## src/rtl/rbi_mem_l2_mmio.sv

```systemverilog
// -----------------------------------------------------------------------------
// rbi_mem_l2_mmio
//   L2 ring-bus stop that bridges MMIO load/store requests onto a 64-bit MMIO
//   port. It sits as one register stage on the ring. MMIO requests addressed
//   to 0x0000_Fxxx_xxxx are pulled off the ring (the slot leaves empty). One
//   MMIO transaction runs at a time. The response is re-injected into the
//   next empty ring slot. All other slots pass through with one cycle of
//   latency.
//
// Configuration macro: RBI_MMIO_EXC_EN
//   defined   : mmioOK==FAULT produces response 8'h63 with data = mmioExcIn
//   undefined : FAULT behaves as OK, response 8'h60/8'h61 with data 0,
//               and mmioExcIn is ignored
//
// Ports
//   clock        rising-edge clock
//   reset        asynchronous reset, active low
//   memAddrIn    [47:0]   ring slot address in
//   memDataIn    [127:0]  ring slot data in
//   memOpmIn     [15:0]   ring opcode in ([7:0]==0 means an empty slot)
//   memSeqIn     [15:0]   ring sequence tag in
//   memAddrOut / memDataOut / memOpmOut / memSeqOut
//                         registered ring slot out
//   unitNodeId   [7:0]    node id of this stop, placed in response opm[15:8]
//   mmioAddr     [31:0]   MMIO address
//   mmioOpm      [4:0]    [4:3] 01=load 10=store, [2:0] size; 0 = idle
//   mmioOutData  [63:0]   store data
//   mmioInData   [63:0]   load data returned by the fabric
//   mmioOK       [1:0]    00 READY, 01 OK, 10 HOLD, 11 FAULT
//   mmioExcIn    [63:0]   fault code from the fabric
// -----------------------------------------------------------------------------
module rbi_mem_l2_mmio (
   input  logic         clock,
   input  logic         reset,
   input  logic [47:0]  memAddrIn,
   input  logic [127:0] memDataIn,
   input  logic [15:0]  memOpmIn,
   input  logic [15:0]  memSeqIn,
   output logic [47:0]  memAddrOut,
   output logic [127:0] memDataOut,
   output logic [15:0]  memOpmOut,
   output logic [15:0]  memSeqOut,
   input  logic [7:0]   unitNodeId,
   output logic [31:0]  mmioAddr,
   output logic [4:0]   mmioOpm,
   output logic [63:0]  mmioOutData,
   input  logic [63:0]  mmioInData,
   input  logic [1:0]   mmioOK,
   input  logic [63:0]  mmioExcIn
);

   localparam logic [1:0] ST_IDLE = 2'd0;
   localparam logic [1:0] ST_REQ  = 2'd1;
   localparam logic [1:0] ST_DONE = 2'd2;
   localparam logic [1:0] ST_RESP = 2'd3;

   localparam logic [1:0] MMIO_READY = 2'b00;
   localparam logic [1:0] MMIO_OK    = 2'b01;
   localparam logic [1:0] MMIO_FAULT = 2'b11;

   localparam logic [7:0] RSP_LOAD  = 8'h60;
   localparam logic [7:0] RSP_STORE = 8'h61;
`ifdef RBI_MMIO_EXC_EN
   localparam logic [7:0] RSP_FAULT = 8'h63;
`endif

   logic [1:0]   stateReg, stateNext;
   logic [47:0]  reqAddrReg, reqAddrNext;
   logic [15:0]  reqSeqReg, reqSeqNext;
   logic         reqIsLoadReg, reqIsLoadNext;
   logic [7:0]   respCodeReg, respCodeNext;
   logic [63:0]  respDataReg, respDataNext;
   logic [31:0]  mmioAddrNext;
   logic [4:0]   mmioOpmNext;
   logic [63:0]  mmioOutDataNext;
   logic [47:0]  slotAddrNext;
   logic [127:0] slotDataNext;
   logic [15:0]  slotOpmNext;
   logic [15:0]  slotSeqNext;

   logic isLoadReq, isStoreReq, mmioHit, slotEmpty, mmioAccept;

`ifndef RBI_MMIO_EXC_EN
   // Fault codes are not reported in this build.
   logic unusedExc;
   assign unusedExc = ^mmioExcIn;
`endif

   // Request opcodes are 8'b1000_0sss (load) and 8'b1010_0sss (store).
   assign isLoadReq  = (memOpmIn[7:3] == 5'b10000);
   assign isStoreReq = (memOpmIn[7:3] == 5'b10100);
   assign mmioHit    = (isLoadReq || isStoreReq) &&
                       (memAddrIn[47:32] == 16'h0000) &&
                       (memAddrIn[31:28] == 4'hF);
   assign slotEmpty  = (memOpmIn[7:0] == 8'h00);
   assign mmioAccept = (mmioOK == MMIO_OK) || (mmioOK == MMIO_FAULT);

   always_comb begin
      stateNext       = stateReg;
      reqAddrNext     = reqAddrReg;
      reqSeqNext      = reqSeqReg;
      reqIsLoadNext   = reqIsLoadReg;
      respCodeNext    = respCodeReg;
      respDataNext    = respDataReg;
      mmioAddrNext    = mmioAddr;
      mmioOpmNext     = mmioOpm;
      mmioOutDataNext = mmioOutData;
      // By default the slot passes through unchanged.
      slotAddrNext    = memAddrIn;
      slotDataNext    = memDataIn;
      slotOpmNext     = memOpmIn;
      slotSeqNext     = memSeqIn;

      case (stateReg)
         ST_IDLE: begin
            if (mmioHit) begin
               reqAddrNext     = memAddrIn;
               reqSeqNext      = memSeqIn;
               reqIsLoadNext   = isLoadReq;
               mmioAddrNext    = memAddrIn[31:0];
               mmioOpmNext     = {(isLoadReq ? 2'b01 : 2'b10), memOpmIn[2:0]};
               mmioOutDataNext = memDataIn[63:0];
               // The request is consumed: the slot leaves this stop empty.
               slotAddrNext    = '0;
               slotDataNext    = '0;
               slotOpmNext     = '0;
               slotSeqNext     = '0;
               stateNext       = ST_REQ;
            end
         end
         ST_REQ: begin
            if (mmioAccept) begin
               respCodeNext = reqIsLoadReg ? RSP_LOAD : RSP_STORE;
               respDataNext = '0;
`ifdef RBI_MMIO_EXC_EN
               if (mmioOK == MMIO_FAULT) begin
                  respCodeNext = RSP_FAULT;
                  respDataNext = mmioExcIn;
               end else if (reqIsLoadReg) begin
                  respDataNext = mmioInData;
               end
`else
               // A fault is acknowledged like OK but returns no data.
               if (reqIsLoadReg && (mmioOK == MMIO_OK)) begin
                  respDataNext = mmioInData;
               end
`endif
               mmioOpmNext = 5'd0;
               stateNext   = ST_DONE;
            end
         end
         ST_DONE: begin
            if (mmioOK == MMIO_READY) begin
               stateNext = ST_RESP;
            end
         end
         default: begin
            // ST_RESP: wait for an empty slot. Occupied slots (including new
            // MMIO requests) keep circulating.
            if (slotEmpty) begin
               slotAddrNext = reqAddrReg;
               slotDataNext = {64'h0, respDataReg};
               slotOpmNext  = {unitNodeId, respCodeReg};
               slotSeqNext  = reqSeqReg;
               stateNext    = ST_IDLE;
            end
         end
      endcase
   end

   always_ff @(posedge clock or negedge reset) begin
      if (!reset) begin
         stateReg     <= ST_IDLE;
         reqAddrReg   <= '0;
         reqSeqReg    <= '0;
         reqIsLoadReg <= 1'b0;
         respCodeReg  <= '0;
         respDataReg  <= '0;
         mmioAddr     <= '0;
         mmioOpm      <= '0;
         mmioOutData  <= '0;
         memAddrOut   <= '0;
         memDataOut   <= '0;
         memOpmOut    <= '0;
         memSeqOut    <= '0;
      end else begin
         stateReg     <= stateNext;
         reqAddrReg   <= reqAddrNext;
         reqSeqReg    <= reqSeqNext;
         reqIsLoadReg <= reqIsLoadNext;
         respCodeReg  <= respCodeNext;
         respDataReg  <= respDataNext;
         mmioAddr     <= mmioAddrNext;
         mmioOpm      <= mmioOpmNext;
         mmioOutData  <= mmioOutDataNext;
         memAddrOut   <= slotAddrNext;
         memDataOut   <= slotDataNext;
         memOpmOut    <= slotOpmNext;
         memSeqOut    <= slotSeqNext;
      end
   end

endmodule

```

## config.mk

```make
export PLATFORM = sky130hd
export DESIGN_NAME = rbi_mem_l2_mmio
export DESIGN_NICKNAME = d
export VERILOG_FILES = /design/src/rtl/rbi_mem_l2_mmio.sv
export SDC_FILE = /design/constraint.sdc
export NUM_CORES = 1
export LEC_CHECK = 0
export BUFFER_PORTS_ARGS = -buffer_cell sky130_fd_sc_hd__buf_2
export CAP_MARGIN = 20
export CORE_AREA = 2 2 253 255
export CTS_CLUSTER_SIZE = 14
export DETAILED_ROUTE_END_ITERATION = 8
export DIE_AREA = 0 0 255 257
export SYNTH_ARGS = -nofsm -noshare
export SYNTH_HDL_FRONTEND = slang
export SYNTH_SLANG_ARGS = --single-unit
```

## constraint.sdc

```tcl
create_clock -name clock -period 1.9 [get_ports clock]
set_input_delay 0.38 -clock clock [delete_from_list [all_inputs] [get_ports clock]]
set_output_delay 0.38 -clock clock [all_outputs]
set_load 0.01 [all_outputs]
```

# Word-level counts from Yosys, hierarchy flattened

Cells that the tools add are included.

Flip-flop bits (word level): 448
Word-level logic and storage cells: 62
Bits of input ports: 348
Output and inout bits: 309

Equal/unequal tests: 10
Reduce and logical (&&, ||, !) cells: 16
Muxes and demuxes: 23

Operators with widths:

| cell                                                             | number |
|---|---|
| 128-bit two-way mux                                              | 2 |
| 128-bit case mux with 2 select lines                             | 1 |
| 48-bit two-way mux                                               | 2 |
| 48-bit case mux with 2 select lines                              | 1 |
| 16-bit two-way mux                                               | 4 |
| 64-bit two-way mux                                               | 1 |
| 16-bit case mux with 2 select lines                              | 2 |
| 16-bit logical NOT                                               | 1 |
| 5-bit == test (second input constant)                            | 2 |
| 2-bit two-way mux                                                | 5 |
| 5-bit two-way mux                                                | 2 |
| 5-bit case mux with 2 select lines                               | 1 |
| 8-bit logical NOT                                                | 1 |
| 2-bit inequality test (second input constant)                    | 3 |
| 2-bit case mux with 3 select lines                               | 1 |
| 2-bit by 1-bit == test with 1-bit output (second input constant) | 2 |
| 2-bit == test (second input constant)                            | 2 |
| 4-bit == test (second input constant)                            | 1 |
| 2-bit logical NOT                                                | 2 |
| 2-bit AND reduction                                              | 2 |
| 4-bit AND reduction                                              | 1 |
| 4-bit nonzero test                                               | 1 |
| 1-bit logical AND                                                | 3 |
| 3-bit AND reduction                                              | 1 |
| 4 further kinds                                                  | 5 |

# Depth between registers and ports, before layout

Gate-level depths: netlist of run 1.

Word-level depth: 6
Gate-level depth with buffers: 8
Gate-level depth less buffers: 6

# Worst setup path after synthesis of run 1

No wires, ideal clock.

Kind: input -> register
From: in memAddrIn[32]
To: reg stateReg[0]
Path slack: -0.287 ns
Arrival: 2.061 ns
Stages on the path: 5
Buffers on the path: 1
Data required time: 1.774 ns
Cell sequence: or4_1 > or3_1 > buf_2 > or2_0 > a221o_1

Longest elaborated chain between the ends: 5

Ends and longest elaborated chain:

| what                            | line | source |
|---|---|---|
| start, declared                 | 35   | `input logic [47:0] memAddrIn,` |
| 16-bit logical NOT              | 93   | `(memAddrIn[47:32] == 16'h0000) &&` |
| 1-bit logical AND               | 92   | `assign mmioHit = (isLoadReq \|\| isStoreReq) &&` |
| 1-bit logical AND               | 93   |  |
| 2-bit inequality test (no line) | --   |  |
| 4-bit AND reduction (no line)   | --   |  |
| end signal, assigned            | 187  | `stateReg <= stateNext;` |
| end, declared                   | 67   | `logic [1:0] stateReg, stateNext;` |

Every way passes these cells.
A chain may end at the register's enable or synchronous reset.

# Worst setup path in the final report of run 1

From: reg stateReg[0]
To: reg stateReg[0]

Longest elaborated chain between the ends: 3
Elaborated cells between the ends (all ways): 9

Ends and longest elaborated chain:

| what                                                                         | line | source |
|---|---|---|
| 2-bit == test, or another cell as far along                                  | 114  | `case (stateReg)` |
| 2-bit inequality test (no line) / 4-bit nonzero test (equally long branches) | --   |  |
| 4-bit AND reduction (no line)                                                | --   |  |

Several ways; a longest one is shown, not always the timed one.

==> results of run 1 <==
cells in the final DEF, fill, tap and decap left out, drive strengths merged, types with 2 or more instances in the layout:
cell,Yosys,routed
nand2,11,11
clkinv,0,7
clkinvlp,0,5
nor3,3,3
dfrtp,410,410
o311ai,4,4
inv,3,4
and2,16,16
o21ai,5,5
a21oi,144,144
o211ai,8,8
or3,4,4
mux2i,136,136
nor2,3,3
a21boi,5,5
bufinv,0,4
mux2,109,109
a22o,64,64
ha,4,4
nand3,2,2
or4,4,4
nor4,2,2
clkbuf,67,68
nand2b,7,7
buf,71,716
dlygate4sd3,0,58
diode,0,8
o311a,64,64
sequential cells by signal, summed over array words and instances (netlist names):
register	flops
memDataOut	128
mmioOutData	64
respDataReg	64
memAddrOut	48
mmioAddr	31
reqAddrReg	17
memOpmOut	16
memSeqOut	16
reqSeqReg	16
mmioOpm	5
respCodeReg	2
stateReg	2
reqIsLoadReg	1
layout make-up:
cell class,count,area [um2],area share
Clock inverter,17,213,0.00926
Sequential cell,410,10300,0.447
Timing Repair Buffer,774,4880,0.212
Tap cell,846,1060,0.0461
Antenna cell,8,20.0,0.000871
Inverter,3,11.3,0.000490
Multi-Input combinational cell,605,5200,0.226
Clock buffer,68,1340,0.0582
final timing paths:
kind	from	end	slack [ns]	depth (start not counted)
hold reg to reg	reqAddrReg[39]	reqAddrReg[39]	0.48	1
hold / removal	memDataIn[100]	memDataOut[100]	0.04	2
setup reg to reg	stateReg[0]	stateReg[0]	0.06	7
max in group asynchronous	reset	stateReg[0]	0.85	4
setup / recovery	stateReg[0]	stateReg[0]	0.06	7
min in group asynchronous	reset	reqSeqReg[5]	0.26	2
critical path, stage by stage (launching register included):
cell and delay, ns:
dfrtp_1 0.41, inv_2 0.08, ha_1 0.22, or3_4 0.37
a21oi_2 0.13, buf_4 0.14, nor3_1 0.05, a221o_1 0.34
what timing repair did:
action	in CTS	in global routing
hold buffers	58	0
endpoints found under the setup margin	0	43
setup buffers	0	2
endpoints found under the hold margin	106	0
resized for setup	0	5
report_power, final:
group / total (W) / internal [W] / switching [W]
combinational: 0.00140 / 0.000656 / 0.000746
sequential: 0.00902 / 0.00896 / 0.0000662
clock: 0.00908 / 0.00543 / 0.00365
metal layers:
metal,track usage,vias up
met5,0,-
met4,0.0617,4
met3,0.0448,107
met2,0.268,491
met1,0.202,6275
li1,-,5595
stage by stage:
step                      cell area (um2)  cells  hold slack, ns   util  power, W
after floorplan                     16200   1156          0.0844      -   0.00951
after global placement              20800   2578           0.276  0.332    0.0105
after detailed placement            20800   2578           0.280  0.332    0.0105
after CTS                           22900   2721        0.000165  0.365    0.0199
after global routing                23000   2729         0.00945  0.366    0.0203
final                               23000   2731          0.0377  0.366    0.0195
cell families after synthesis:
kind of cell | after synthesis
fa+ha+maj | 4
simple gates | 59
compound gates | 297
mux | 245
flops | 410
buf+inv | 141
==> impl_metrics.tcl, run 1 <==
set metrics [dict create \
    status "finished, final reports clean" \
    fin_crit_sh 0.968 \
    setup_violations 0 \
    rows 92 \
    dieArea_mm2 0.0655 \
    worst_slew_pin_slew_ns 0.615 \
    slew_headroom 0.590 \
    cts.htree.levels 2 \
    place_congestion 0.862 \
    design.portCount 657 \
    fin_skew_ns 0.0159 \
    numCtsBuffers 47 \
    fin_nets 2193 \
    cts_tree "built" \
    vias 12472 \
    core_area_mm2 0.0627 \
    synthTopCellsByArea "dfrtp_1 (64%), mux2i_1 (8.5%), mux2_2 (7.6%)" \
    ant_nets 0 \
    drt_iter0_markers 669 \
    synth_compound_area_frac 0.132 \
    hpwl_mm 39.9 \
    synthCells 1156 \
    clock_path_buffers 3 \
    yosysTopAreaCellShare 0.638 \
    p_leak_nw 11.3 \
    synth_commonest_cells "dfrtp_1 (410), a21oi_1 (144), mux2i_1 (136)" \
    fillers 6131 \
    synthSimpleGateAreaFrac 0.0212 \
    grt_pass1_wl_mm 81.6 \
    syn_area_per_cell_um2 13.9 \
    synthArstFlopShare 1.00 \
    fin_tns_setup_ns 0 \
    grt_overflow 0 \
    grt_antenna_before_repair 10 \
    grt_usage 0.162 \
    max-cap-violations 0 \
    drc 0 \
    worstSetupEndpointType "register" \
    routed_wl_mm 54.8 \
    io_buffers 592 \
    wl_met2_mm 26.4 \
    grt_max_degree 67 \
    first_pass_iters 5 \
    clock-sinks 410 \
    finalHoldViolations 0 \
    period_minus_slack_ns 1.84 \
    powerDensity_mw_per_mm2 849 \
    initial_core_util 0.256 \
    fp.dieW_um 255 \
    crit_path_max_fanout 4 \
    synth_top_family_by_area "multiplexers" \
    die_y_um 257 \
    hold_path.class "input port to register" \
    routed.top_layer "met5" \
    synth_xor_area_frac 0 \
    clock_latency_ns 0.58 \
    ys_seq_area_frac 0.638 \
    synth_area_mm2 0.0161 \
    grt_setup_unrepaired "no" \
    ys.flop_type "dfrtp_1" \
    required_ns 2.35 \
    syn_to_final_growth_pct 43.0 \
    synth_nets 1508 \
    yosysMostFrequentCell "dfrtp_1" \
    startpoint_type "register" \
    yosys.area.top_type "dfrtp_1" \
    ys_warn_count 0 \
    clkTransAtPathRegs_ns 0.06 \
    avgViaCountPerCell 4.57 \
    fmax_mhz 544 \
    synth-adder-area-share 0.00311 \
    synthMuxAreaShare 0.161 \
    wirelength_met1_mm 22.5 \
    wl_per_cell_um 20.1 \
    yosysUniqueCellTypes 36 \
    cp.arrival_ns 2.29 \
    synth_edf_count 0 \
    peakVddDrop_uv 483 \
    drive_gt1_frac 0.490 \
    ys_ff_latch 410 \
    slew_violations 0 \
    setup_slack_ns 0.0608 \
    wl_met3_mm 4.11 \
    cts-root-buf "clkbuf_16" \
    path_class "register to register" \
    place_ws_ns -0.498 \
    grt_pass1_vias 13396 \
]
No activity file was read; power rests on OpenSTA's default activity.
==> inputs of run 2 (changes only) <==
--- a/config.mk
+++ b/config.mk
@@ -7,10 +7,13 @@
 export LEC_CHECK = 0
 export BUFFER_PORTS_ARGS = -buffer_cell sky130_fd_sc_hd__buf_2
 export CAP_MARGIN = 20
-export CORE_AREA = 2 2 253 255
+export CELL_PAD_IN_SITES_DETAIL_PLACEMENT = 1
+export CELL_PAD_IN_SITES_GLOBAL_PLACEMENT = 1
+export CORE_AREA = 2 2 256 258
 export CTS_CLUSTER_SIZE = 14
 export DETAILED_ROUTE_END_ITERATION = 8
-export DIE_AREA = 0 0 255 257
+export DIE_AREA = 0 0 258 260
+export PLACE_DENSITY_LB_ADDON = 0.1
 export SYNTH_ARGS = -nofsm -noshare
 export SYNTH_HDL_FRONTEND = slang
 export SYNTH_SLANG_ARGS = --single-unit
==> impl_metrics.tcl, run 2 (same netlist as run 1, synthesis figures left out) <==
set metrics [dict create \
    peakVddDrop_uv 588 \
    ant_nets 0 \
    io_buffers 592 \
    startpoint_type "register" \
    grt_pass1_vias 14100 \
    die_y_um 260 \
    p_int_w 0.0152 \
    p_sw_w 0.00470 \
    crit_path_max_fanout 3 \
    core_area_mm2 0.0641 \
    cts-root-buf "clkbuf_16" \
    numCtsBuffers 50 \
    clock_latency_ns 0.59 \
    fmax_mhz 542 \
    grt_max_degree 80 \
    slew_headroom 0.669 \
    vias 12704 \
    fin_nets 2263 \
    grt_antenna_before_repair 13 \
    fin_crit_sh 0.971 \
    fin_skew_ns 0.0310 \
    powerDensity_mw_per_mm2 834 \
    layout_commonest_cell "buf_2" \
    seq_power_share 0.454 \
    regMostFlops "memDataOut" \
    fillers 6940 \
    largestRegisters "memDataOut x128, mmioOutData x64, respDataReg x64" \
    fin_area_mm2 0.0238 \
    dieArea_mm2 0.0671 \
    avgViaCountPerCell 4.52 \
    setup_violations 0 \
    comb_power_share 0.078 \
    rows 93 \
    routed_wl_mm 61.9 \
    finalHoldViolations 0 \
    hold_path.class "input port to register" \
    worstSetupEndpointType "register" \
    path_class "register to register" \
    design.portCount 657 \
    wl_per_cell_um 22.0 \
    p_leak_nw 11.7 \
    final_cell_mix "buf_2 (591), dfrtp_1 (410), a21oi_1 (142)" \
    grt_usage 0.180 \
    syn_to_final_growth_pct 48.3 \
    post-route-util 0.372 \
    worst_slew_pin_slew_ns 0.497 \
    period_minus_slack_ns 1.85 \
    switching_share 0.236 \
    grt_overflow 0 \
    cts.htree.levels 2 \
    place_congestion 0.785 \
    drc 0 \
    grt_pass1_wl_mm 91.8 \
    largest_register_ffs 128 \
    drt_iter0_markers 564 \
    clock-sinks 410 \
    required_ns 2.37 \
    hpwl_mm 44.3 \
    initial_core_util 0.251 \
    drive_gt1_frac 0.473 \
    slew_violations 0 \
    clock_path_buffers 3 \
    cts_tree "built" \
    first_pass_iters 4 \
    clock_power_share 0.469 \
    dpl_cell_area_mm2 0.0209 \
    clkTransAtPathRegs_ns 0.06 \
    status "finished, final reports clean" \
    cp.arrival_ns 2.32 \
    max-cap-violations 0 \
    fp.dieW_um 258 \
]
run 2: what timing repair did:
action	4_1_cts	5_1_grt
buffers inserted	0	1
resized for setup	0	9
endpoints found under the hold margin	181	0
setup endpoints to repair	0	1
hold buffers	132	0
run 2: per-stage QoR:
step           setup slack, ns  TNS [ns]  total power (W)  hold WS (ns)  cells
4_1_cts                 0.0107         0           0.0203      0.000578   2802
5_1_grt                -0.0178   -0.0997           0.0208        0.0202   2807
3_5_place_dp            -0.498   -131.33           0.0105         0.287   2581
2_1_floorplan           -0.215    -39.71          0.00951        0.0844   1156
6_report                0.0547         0           0.0199        0.0472   2808
3_3_place_gp            -0.475   -128.70           0.0105         0.289   2581
run 2: worst max-delay path: stages, from the launching register on:
cell and delay [ns]:
dfrtp_1 0.41, buf_4 0.15, ha_2 0.18, or3_4 0.39
a21oi_4 0.14, buf_6 0.12, nor3_1 0.04, a221o_1 0.31
run 2: final cells by class:
class	count	area, um2	area share
Sequential cell	410	10300	0.430
Timing Repair Buffer	841	5670	0.238
Multi-Input combinational cell	605	5220	0.219
Clock buffer	77	1520	0.0639
Tap cell	855	1070	0.0449
Clock inverter	12	76.3	0.00320
Antenna cell	5	12.5	0.000525
Inverter	3	11.3	0.000472
run 2: power by group through the flow:
stage | combinational [W] | sequential [W] | clock, W
finish | 0.00155 | 0.00902 | 0.00932
CTS | 0.00159 | 0.00902 | 0.00972
floorplan | 0.000213 | 0.00930 | 0
global route | 0.00169 | 0.00904 | 0.0100
global placement | 0.00134 | 0.00918 | 0
detailed placement | 0.00135 | 0.00918 | 0
run 2: final timing paths:
check                               startpoint             end  slack, ns  cells past startpoint
min in group asynchronous                reset  memDataOut[31]       0.29                      2
worst min register to register  respCodeReg[0]  respCodeReg[0]       0.48                      2
max in group asynchronous                reset  memDataOut[73]       0.82                      3
worst max register to register     stateReg[0]     stateReg[0]       0.05                      7
worst max-delay path               stateReg[0]     stateReg[0]       0.05                      7
worst min-delay path             memAddrIn[23]    mmioAddr[23]       0.05                      2
run 2: per-layer routing:
metal  global-route usage  wire, um  share of wire
met4               0.0596      1770          0.029
met1                0.217     25000           0.40
met5                    0        99         0.0016
met2                0.314     31400           0.51
met3               0.0468      3700          0.060
